$ cat config.mk
export PLATFORM = sky130hd
export DESIGN_NAME = id_ex_stage
export DESIGN_NICKNAME = d
export VERILOG_FILES = /design/src/rtl/pipeline_pkg.sv /design/src/rtl/hazard_detect_unit.sv /design/src/rtl/id_ex_stage.sv
export SDC_FILE = /design/constraint.sdc
export NUM_CORES = 1
export LEC_CHECK = 0
export ABC_AREA = 1
export CAP_MARGIN = 20
export CORE_ASPECT_RATIO = 1.5
export CORE_MARGIN = 2
export CORE_UTILIZATION = 49
export CTS_BUF_LIST = sky130_fd_sc_hd__clkbuf_2
export DETAILED_ROUTE_END_ITERATION = 8
export PLACE_DENSITY = 0.88
export SETUP_SLACK_MARGIN = 0.1
export SLEW_MARGIN = 20
export SYNTH_ARGS = -nofsm -noshare
export SYNTH_HDL_FRONTEND = slang
export SYNTH_SLANG_ARGS = --single-unit
$ cat constraint.sdc
create_clock -name clk -period 2.25 [get_ports clk]
set_input_delay 0.3375 -clock clk [delete_from_list [all_inputs] [get_ports clk]]
set_output_delay 0.3375 -clock clk [all_outputs]
set_load 0.1 [all_outputs]
$ cat src/rtl/pipeline_pkg.sv
// rtl/pipeline_pkg.sv - shared constants for the ID/EX pipeline register slice
//
// Purpose: id_ctrl bit positions, control-word width, FSM state encoding and a
//          helper that sanitises the captured control word.
// Ports:   none (package).
package pipeline_pkg;

    localparam int CTRL_W = 10;

    // id_ctrl = {alu_op[3:0], alu_src, mem_read, mem_write, reg_write, mem_to_reg, branch}
    localparam int CTRL_BRANCH     = 0;
    localparam int CTRL_MEM_TO_REG = 1;
    localparam int CTRL_REG_WRITE  = 2;
    localparam int CTRL_MEM_WRITE  = 3;
    localparam int CTRL_MEM_READ   = 4;
    localparam int CTRL_ALU_SRC    = 5;
    localparam int CTRL_ALU_OP_LO  = 6;
    localparam int CTRL_ALU_OP_HI  = 9;

    typedef logic [CTRL_W-1:0] ctrl_t;

    localparam logic [1:0] ST_RUN    = 2'd0;
    localparam logic [1:0] ST_BUBBLE = 2'd1;
    localparam logic [1:0] ST_HOLD   = 2'd2;

    // x0 is hard-wired zero, so an instruction targeting it must never look
    // like a register writer to forwarding or writeback.
    function automatic ctrl_t sanitize_ctrl(input ctrl_t ctrl, input logic [4:0] rd);
        ctrl_t c;
        c = ctrl;
        if (rd == 5'd0) begin
            c[CTRL_REG_WRITE] = 1'b0;
        end
        return c;
    endfunction

endpackage

$ cat src/rtl/hazard_detect_unit.sv
// rtl/hazard_detect_unit.sv - combinational load-use hazard detector
//
// Purpose: flags an instruction in ID that reads the destination of a load
//          currently sitting in ID/EX.
// Ports:
//   idex_valid, idex_mem_read, idex_rd : load candidate in ID/EX
//   id_valid, id_rs1, id_rs2           : consumer candidate in ID
//   load_use                           : hazard present this cycle
module hazard_detect_unit (
    input  logic       idex_valid,
    input  logic       idex_mem_read,
    input  logic [4:0] idex_rd,
    input  logic       id_valid,
    input  logic [4:0] id_rs1,
    input  logic [4:0] id_rs2,
    output logic       load_use
);

    always_comb begin
        load_use = idex_valid & idex_mem_read & (idex_rd != 5'd0)
                 & ((idex_rd == id_rs1) | (idex_rd == id_rs2)) & id_valid;
    end

endmodule

$ cat src/rtl/id_ex_stage.sv
// rtl/id_ex_stage.sv - ID/EX pipeline register with load-use bubble and EX hold
//
// Purpose: registers the ID-stage instruction into the EX view, inserting a
//          single bubble on a load-use hazard, freezing while the EX unit is
//          busy and squashing on a taken-branch flush.
// Ports:
//   clk, rst                     : clock, synchronous active-high reset
//   id_valid, id_pc, id_rs1_data,
//   id_rs2_data, id_imm, id_rs1,
//   id_rs2, id_rd, id_ctrl       : ID-stage instruction
//   flush                        : taken branch resolved in EX
//   ex_busy                      : EX unit cannot accept a new instruction
//   idex_*                       : registered EX-stage view
//   stall                        : freeze PC and IF/ID (combinational)
//   bubble_count                 : bubbles inserted, saturating
//                                  (only with HAZARD_STATS_EN defined)
module id_ex_stage
    import pipeline_pkg::*;
(
    input  logic              clk,
    input  logic              rst,
    input  logic              id_valid,
    input  logic [31:0]       id_pc,
    input  logic [31:0]       id_rs1_data,
    input  logic [31:0]       id_rs2_data,
    input  logic [31:0]       id_imm,
    input  logic [4:0]        id_rs1,
    input  logic [4:0]        id_rs2,
    input  logic [4:0]        id_rd,
    input  logic [CTRL_W-1:0] id_ctrl,
    input  logic              flush,
    input  logic              ex_busy,
    output logic              idex_valid,
    output logic [31:0]       idex_pc,
    output logic [31:0]       idex_rs1_data,
    output logic [31:0]       idex_rs2_data,
    output logic [31:0]       idex_imm,
    output logic [4:0]        idex_rs1,
    output logic [4:0]        idex_rs2,
    output logic [4:0]        idex_rd,
    output logic [CTRL_W-1:0] idex_ctrl,
    output logic              stall
`ifdef HAZARD_STATS_EN
    ,
    output logic [31:0]       bubble_count
`endif
);

    logic [1:0] state;
    logic       load_use;
    logic       do_bubble;

    hazard_detect_unit u_hazard (
        .idex_valid    (idex_valid),
        .idex_mem_read (idex_ctrl[CTRL_MEM_READ]),
        .idex_rd       (idex_rd),
        .id_valid      (id_valid),
        .id_rs1        (id_rs1),
        .id_rs2        (id_rs2),
        .load_use      (load_use)
    );

    // A bubble leaves idex_valid low, so a hazard cannot reappear in the
    // BUBBLE state; gating on state makes "one bubble per load" explicit.
    always_comb begin
        do_bubble = load_use & (state != ST_BUBBLE);
        stall     = ~rst & ~flush & (ex_busy | do_bubble);
    end

    always_ff @(posedge clk) begin
        if (rst) begin
            state         <= ST_RUN;
            idex_valid    <= 1'b0;
            idex_pc       <= '0;
            idex_rs1_data <= '0;
            idex_rs2_data <= '0;
            idex_imm      <= '0;
            idex_rs1      <= '0;
            idex_rs2      <= '0;
            idex_rd       <= '0;
            idex_ctrl     <= '0;
        end else if (flush) begin
            state      <= ST_RUN;
            idex_valid <= 1'b0;
            idex_ctrl  <= '0;
        end else if (ex_busy) begin
            state <= ST_HOLD;
        end else if (do_bubble) begin
            state      <= ST_BUBBLE;
            idex_valid <= 1'b0;
            idex_ctrl  <= '0;
        end else begin
            state         <= ST_RUN;
            idex_valid    <= id_valid;
            idex_pc       <= id_pc;
            idex_rs1_data <= id_rs1_data;
            idex_rs2_data <= id_rs2_data;
            idex_imm      <= id_imm;
            idex_rs1      <= id_rs1;
            idex_rs2      <= id_rs2;
            idex_rd       <= id_rd;
            idex_ctrl     <= sanitize_ctrl(id_ctrl, id_rd);
        end
    end

`ifdef HAZARD_STATS_EN
    always_ff @(posedge clk) begin
        if (rst) begin
            bubble_count <= '0;
        end else if (!flush && !ex_busy && do_bubble && (bubble_count != 32'hFFFF_FFFF)) begin
            bubble_count <= bubble_count + 32'd1;
        end
    end
`endif

endmodule
==> results of run 1 <==
-- stage by stage --
stage          area, um^2  power [mW]  cells  setup TNS, ns
5_1_grt             11240       7.864   1811        -0.2258
3_3_place_gp        10940       5.731   1777              0
3_5_place_dp        10940       5.765   1777              0
6_report            11240       7.522   1811       -0.04235
4_1_cts             11240       7.576   1810       -0.09847
2_1_floorplan        8068       5.018   1322              0
-- critical path, stage by stage (launching register included) --
cell and delay [ns]:
dfxtp_4 0.43, nand2_1 0.06, inv_1 0.05, nor2_1 0.03, nor2_1 0.10, nand3_1 0.09, nand2_2 0.10, nand2_4 0.06
a21oi_4 0.15, buf_12 0.19
-- layout make-up --
cell class	count	share of cell area, %
sequential	156	27.98
multi-input combinational	652	25.56
tap	206	2.293
antenna	1	0.02226
timing repair buffer	329	27.03
clock buffer	19	0.8459
inverter	435	14.59
clock inverter	13	1.681
-- layer usage --
layer / vias to the layer above / track usage (%) / share of wire (%)
li1: 4325 / - / -
met1: 3690 / 28.13 / 37
met2: 331 / 45.80 / 51
met3: 65 / 8.036 / 8.0
met4: 0 / 13.64 / 4.6
met5: - / 0 / 0
-- registers in the layout (all words and copies together) (netlist names), 2 cells and up --
register / count
idex_imm: 32
idex_pc: 32
idex_rs1_data: 32
idex_rs2_data: 32
idex_ctrl: 10
idex_rd: 5
idex_rs1: 5
idex_rs2: 5
state: 2
-- synth_stat cells (2+ instances only) --
cell type and count:
dfxtp_1 156, xnor2_1 2, inv_2 8, nor3_1 2
buf_2 11, nand4_1 144, nor2_1 152, nand2_1 343
buf_1 14, nand3_1 3, a21oi_1 2, clkbuf_1 33
buf_6 11, inv_1 427, buf_4 10
-- cell families after synthesis --
logic type      after synthesis  share of synthesized area [%]
simple gates                646                          34.88
flops                       156                          38.90
xor+xnor                      2                         0.2182
compound gates                4                         0.2961
buf+inv                     514                          25.70
-- final timing paths --
path              depth (start not counted)      endpoint  slack (ns)    startpoint
setup / recovery                          9         stall       -0.04    idex_rd[0]
hold / removal                            3  idex_ctrl[5]        0.17    id_ctrl[5]
hold reg to reg                           2  idex_ctrl[9]        0.47  idex_ctrl[9]
setup reg to reg                         13  idex_ctrl[3]        0.35    idex_rd[0]
-- power by group through the flow --
| stage | clock network (mW) | logic (mW) | registers (mW) |
|---|---|---|---|
| 3_3_place_gp | 0 | 2.64 | 3.09 |
| 2_1_floorplan | 0 | 0.642 | 4.38 |
| 4_1_cts | 1.85 | 2.67 | 3.05 |
| 6_report | 1.81 | 2.67 | 3.05 |
| 5_1_grt | 1.96 | 2.83 | 3.07 |
| 3_5_place_dp | 0 | 2.66 | 3.10 |
-- timing repair --
action | 4_1_cts | 5_1_grt
pin swaps | 4 | 0
gates resized for setup | 1 | 1
hold buffers | 0 | 0
gates cloned | 0 | 0
endpoints found under the setup margin | 1 | 1
buffers inserted | 1 | 0
==> results.toml, run 1 <==
[outcome]
status = "finished with violations"
failed_checks = "negative setup slack"

[synthesis]
yosys.area.top_type = "dfxtp_1"
ys.flop_type = "dfxtp_1"
yosys_warnings = 0
synth_async_sr_flop_share_pct = 0
post_synth_edffs = 0
yosys-top-cells-area = "dfxtp_1 39%, inv_1 20%, nand2_1 16%"
synth_fp_nets = 1480
synth.distinct_cells = 19
synth.avg_cell_area_um2 = 6.072
post_synth_instance_area_mm2 = 0.008028
synth_largest_type_area_fraction_pct = 38.90
ys_seq_area_share_pct = 38.90
syn_inst = 1322
yosys_register_bits = 156

[global_route]
overflow = 0
grt_pass1_vias = 7648
grt_start_max_net_pins = 72
number_of_antenna_violations_at_the_first_check_in_global_routing = 1
grt_pass1_wl_um = 36850
track_usage_pct = 26.32

[cells_and_area]
finish.net_count = 1749
layout.cells.most_common = "inv_1"
fraction_of_final_layout_cells_sized_beyond_drive_strength_1_pct = 14.28
ff_latch_area_mm2 = 0.003146
multi_input_comb_area_mm2 = 0.002873
final.fill_count = 1387
layout.cells.most_common_list = "421 x inv_1, 341 x nand2_1, 158 x buf_4"
area.growth.synth_to_final_pct = 40.03
post-route-util_pct = 69.74

[placed_design]
numPortBuffers = 312
pre_cts_slack_ns = 0.04252
gp_routability_congestion = 0.9075
place_hpwl_um = 16330

[floorplanning]
row_count = 57
die_height_um = 160.8
num_io_pins = 313
floorplan.die_area_mm2 = 0.01744
initial_cell_density_of_the_core_pct = 49.81
die_x_um = 108.5
coreArea_mm2 = 0.01612

[drt]
routed_wire_length_per_instance_um = 12.93
firstDrtPassIters = 5
drt-initial-drc-count = 606
routed_wirelength_um = 23410
vias = 8411
antenna_left = 0
number_of_vias_per_cell_after_detailed_routing = 4.644
drt_drc_violations_left = 0

[sta]
timing.final.max_slew_violations = 0
finalSetupViolCount = 1
unrepaired_setup_endpoints_after_global_routing = "yes"
hold_slack_ns = 0.1736
report.final.hold_viol_count = 0
clock-skew-final_ns = 0.05303
layout_min_cycle_time_ns = 2.292
min_period_over_period_pct = 101.9
slew_headroom_pct = 53.87
fmax_mhz = 436.2
timing.final.ws_setup_ns = -0.04235
worst_slew_pin_slew_ns = 0.6895

[clock_tree]
cts_num_sinks = 156
insertion_delay_ns = 0.70
clk_pin_slew_ns = 0.25
cts-root-buf = "clkbuf_2"
cts-buffers-inserted = 17
cts_tree = "built"
cts-htree-levels = 4
cts.path.max_buffers = 2

[power]
vdd.ir_drop.worst_uv = 454.2
internal-power_mw = 4.434
power_per_cell_area_mw_per_mm2 = 669.2
switching_share_pct = 41.06
cellLeakagePower_nw = 6.517
power_switching_mw = 3.089
seq_power_share_pct = 40.6
clockPowerShare_pct = 24.0
share_of_power_burned_in_combinational_logic_pct = 35.4

[setup_path]
critical_path_required_time_ns = 1.91
path_max_fanout = 6
cp_data_arrival_time_ns = 1.95
crit_path_start_kind = "register"
worst-setup-path-type = "register to output pin"
worstSetupEndpointType = "output pin"

[job]
cap_viol_max_count = 0

[worst_hold_path]
timing.hold.worst.class = "primary input to register"
(Power assumes the default switching activity.)
==> inputs of run 2 (changes only) <==
- CORE_ASPECT_RATIO: 1.5 -> unset
- GPL_ROUTABILITY_DRIVEN: unset -> 0
==> run 2 against run 1 <==
- the run still ends with negative setup slack left
- clock-buffer cell count grew 2
- combinational power is essentially flat
- total power shrank 6.9%
- clock skew shrank 0.021 ns
- die area shrank 0.12%
- maximum frequency shrank 0.94%
- flip-flop and latch count is the same
- global-route usage shrank 1.0 points
- cell area shrank 0.96%
- via count shrank 1.8%
- register-to-register slack gained 0.05 ns
==> results.toml, run 2 (same netlist as run 1, synthesis figures left out) <==
[outcome]
status = "finished with violations"
failed_checks = "negative setup slack"

[setup_path]
path_max_fanout = 5
worst-setup-path-type = "register to output pin"
setup.worst_path.start = "idex_rd[2]"
reg2reg_to = "idex_rs1[1]"
worst-r2r-cell-count = 13
setup.reg_to_reg.worst_slack_ns = 0.40
cp_data_arrival_time_ns = 1.98
setup.worst_path.end = "stall"
crit_path_start_kind = "register"
critical_path_required_time_ns = 1.91
worstSetupEndpointType = "output pin"
reg2reg_from = "idex_rd[2]"

[power]
vdd.ir_drop.worst_uv = 389.2
cellLeakagePower_nw = 6.466
p_total_mw = 7.007
power_per_cell_area_mw_per_mm2 = 629.3

[drt]
number_of_vias_per_cell_after_detailed_routing = 4.529
drt-initial-drc-count = 459
antenna_left = 0
drt_drc_violations_left = 0
firstDrtPassIters = 5
routed_wirelength_um = 22390
vias = 8256
routed_wire_length_per_instance_um = 12.28

[floorplanning]
num_io_pins = 313
coreArea_mm2 = 0.01594
row_count = 46
die_height_um = 132.0
die_x_um = 132.0
floorplan.die_area_mm2 = 0.01742
initial_cell_density_of_the_core_pct = 50.35

[sta]
clock-skew-final_ns = 0.03242
slew_headroom_pct = 68.98
report.final.hold_viol_count = 0
fmax_mhz = 432.1
timing.setup.tns_ns = -0.06403
min_period_over_period_pct = 102.8
timing.final.max_slew_violations = 0
finalSetupViolCount = 1
unrepaired_setup_endpoints_after_global_routing = "yes"
worst_slew_pin_slew_ns = 0.4653
layout_min_cycle_time_ns = 2.314
timing.final.ws_setup_ns = -0.06403

[cells_and_area]
fraction_of_final_layout_cells_sized_beyond_drive_strength_1_pct = 14.33
finish.net_count = 1750
post-route-util_pct = 69.83
layout.cells.most_common_list = "421 x inv_1, 341 x nand2_1, 161 x buf_4"
layout.cells.most_common = "inv_1"
area.growth.synth_to_final_pct = 38.68

[global_route]
overflow = 0
grt_pass1_wl_um = 36360
track_usage_pct = 25.28
grt_pass1_vias = 7481
grt_start_max_net_pins = 78
number_of_antenna_violations_at_the_first_check_in_global_routing = 2

[placed_design]
place_hpwl_um = 15610
numPortBuffers = 312
pre_cts_slack_ns = 0.06664

[clock_tree]
cts_hold_buf = 0
cts-htree-levels = 4
cts-buffers-inserted = 17
clk_pin_slew_ns = 0.23
insertion_delay_ns = 0.72
cts_num_sinks = 156
cts-root-buf = "clkbuf_2"
cts_tree = "built"
cts.path.max_buffers = 2

[worst_hold_path]
timing.hold.worst.class = "primary input to register"
min_from = "id_ctrl[6]"

[job]
cap_viol_max_count = 0
[run 2: cell count changes in the layout (fill, tap and decap cells not counted), sizes merged]
cell / previous run / this run
diode: 1 / 2
clkinv: 4 / 6
buf: 172 / 173
bufinv: 4 / 0
clkinvlp: 1 / 2
inv: 439 / 438
clkbuf: 19 / 21
[run 2: worst max-delay path, stage by stage (launching register included)]
cell,delay [ns]
dfxtp_4,0.43
inv_4,0.04
nand2_1,0.05
nand2_1,0.04
nor2_1,0.12
nand3_1,0.10
nand2_2,0.09
nand2_4,0.07
a21oi_4,0.14
buf_12,0.19
[run 2: how the worst min path moves through the flow]
stage / to / slack (ns) / cells after the start
3_3_place_gp: idex_ctrl[8] / 0.44 / 2
6_report: idex_ctrl[6] / 0.12 / 3
2_1_floorplan: state[0] / 0.42 / 1
5_1_grt: idex_ctrl[3] / 0.06 / 3
4_1_cts: idex_ctrl[1] / 0.05 / 3
3_5_place_dp: idex_ctrl[8] / 0.44 / 2
[run 2: layout make-up]
cell class,instances,area [um^2]
repair buffers,330,3020
multi-input cells,652,2874
diodes,2,5.005
clock inverters,11,70.07
well taps,216,270.3
flip-flops and latches,156,3146
fillers,1371,4810
clock buffers,21,105.1
inverters,435,1643
[run 2: what timing repair did]
action | in CTS | in global routing
setup buffers | 2 | 0
gates resized for setup | 2 | 1
setup endpoints to repair | 1 | 1
pin swaps | 5 | 0
gates cloned | 0 | 0
[run 2: routing by layer]
metal	part of all wire, %	up-vias	global-route usage [%]
li1	-	4322	-
met1	40	3592	29.84
met2	48	281	42.59
met3	7.1	61	6.574
met4	4.0	0	12.56
met5	0	-	0
[run 2: power by group]
part / switching, mW / internal, mW
sequential: 0.0996 / 2.95
clock: 1.00 / 0.300
combinational: 1.93 / 0.734
[run 2: per-stage QoR]
| step | hold slack (ns) | cell area (um^2) | std cells |
|---|---|---|---|
| after floorplan | 0.4168 | 8068 | 1322 |
| after global routing | 0.05924 | 11130 | 1823 |
| final | 0.1181 | 11130 | 1823 |
| after CTS | 0.04759 | 11130 | 1821 |
| after detailed placement | 0.4425 | 10930 | 1787 |
| after global placement | 0.4387 | 10930 | 1787 |
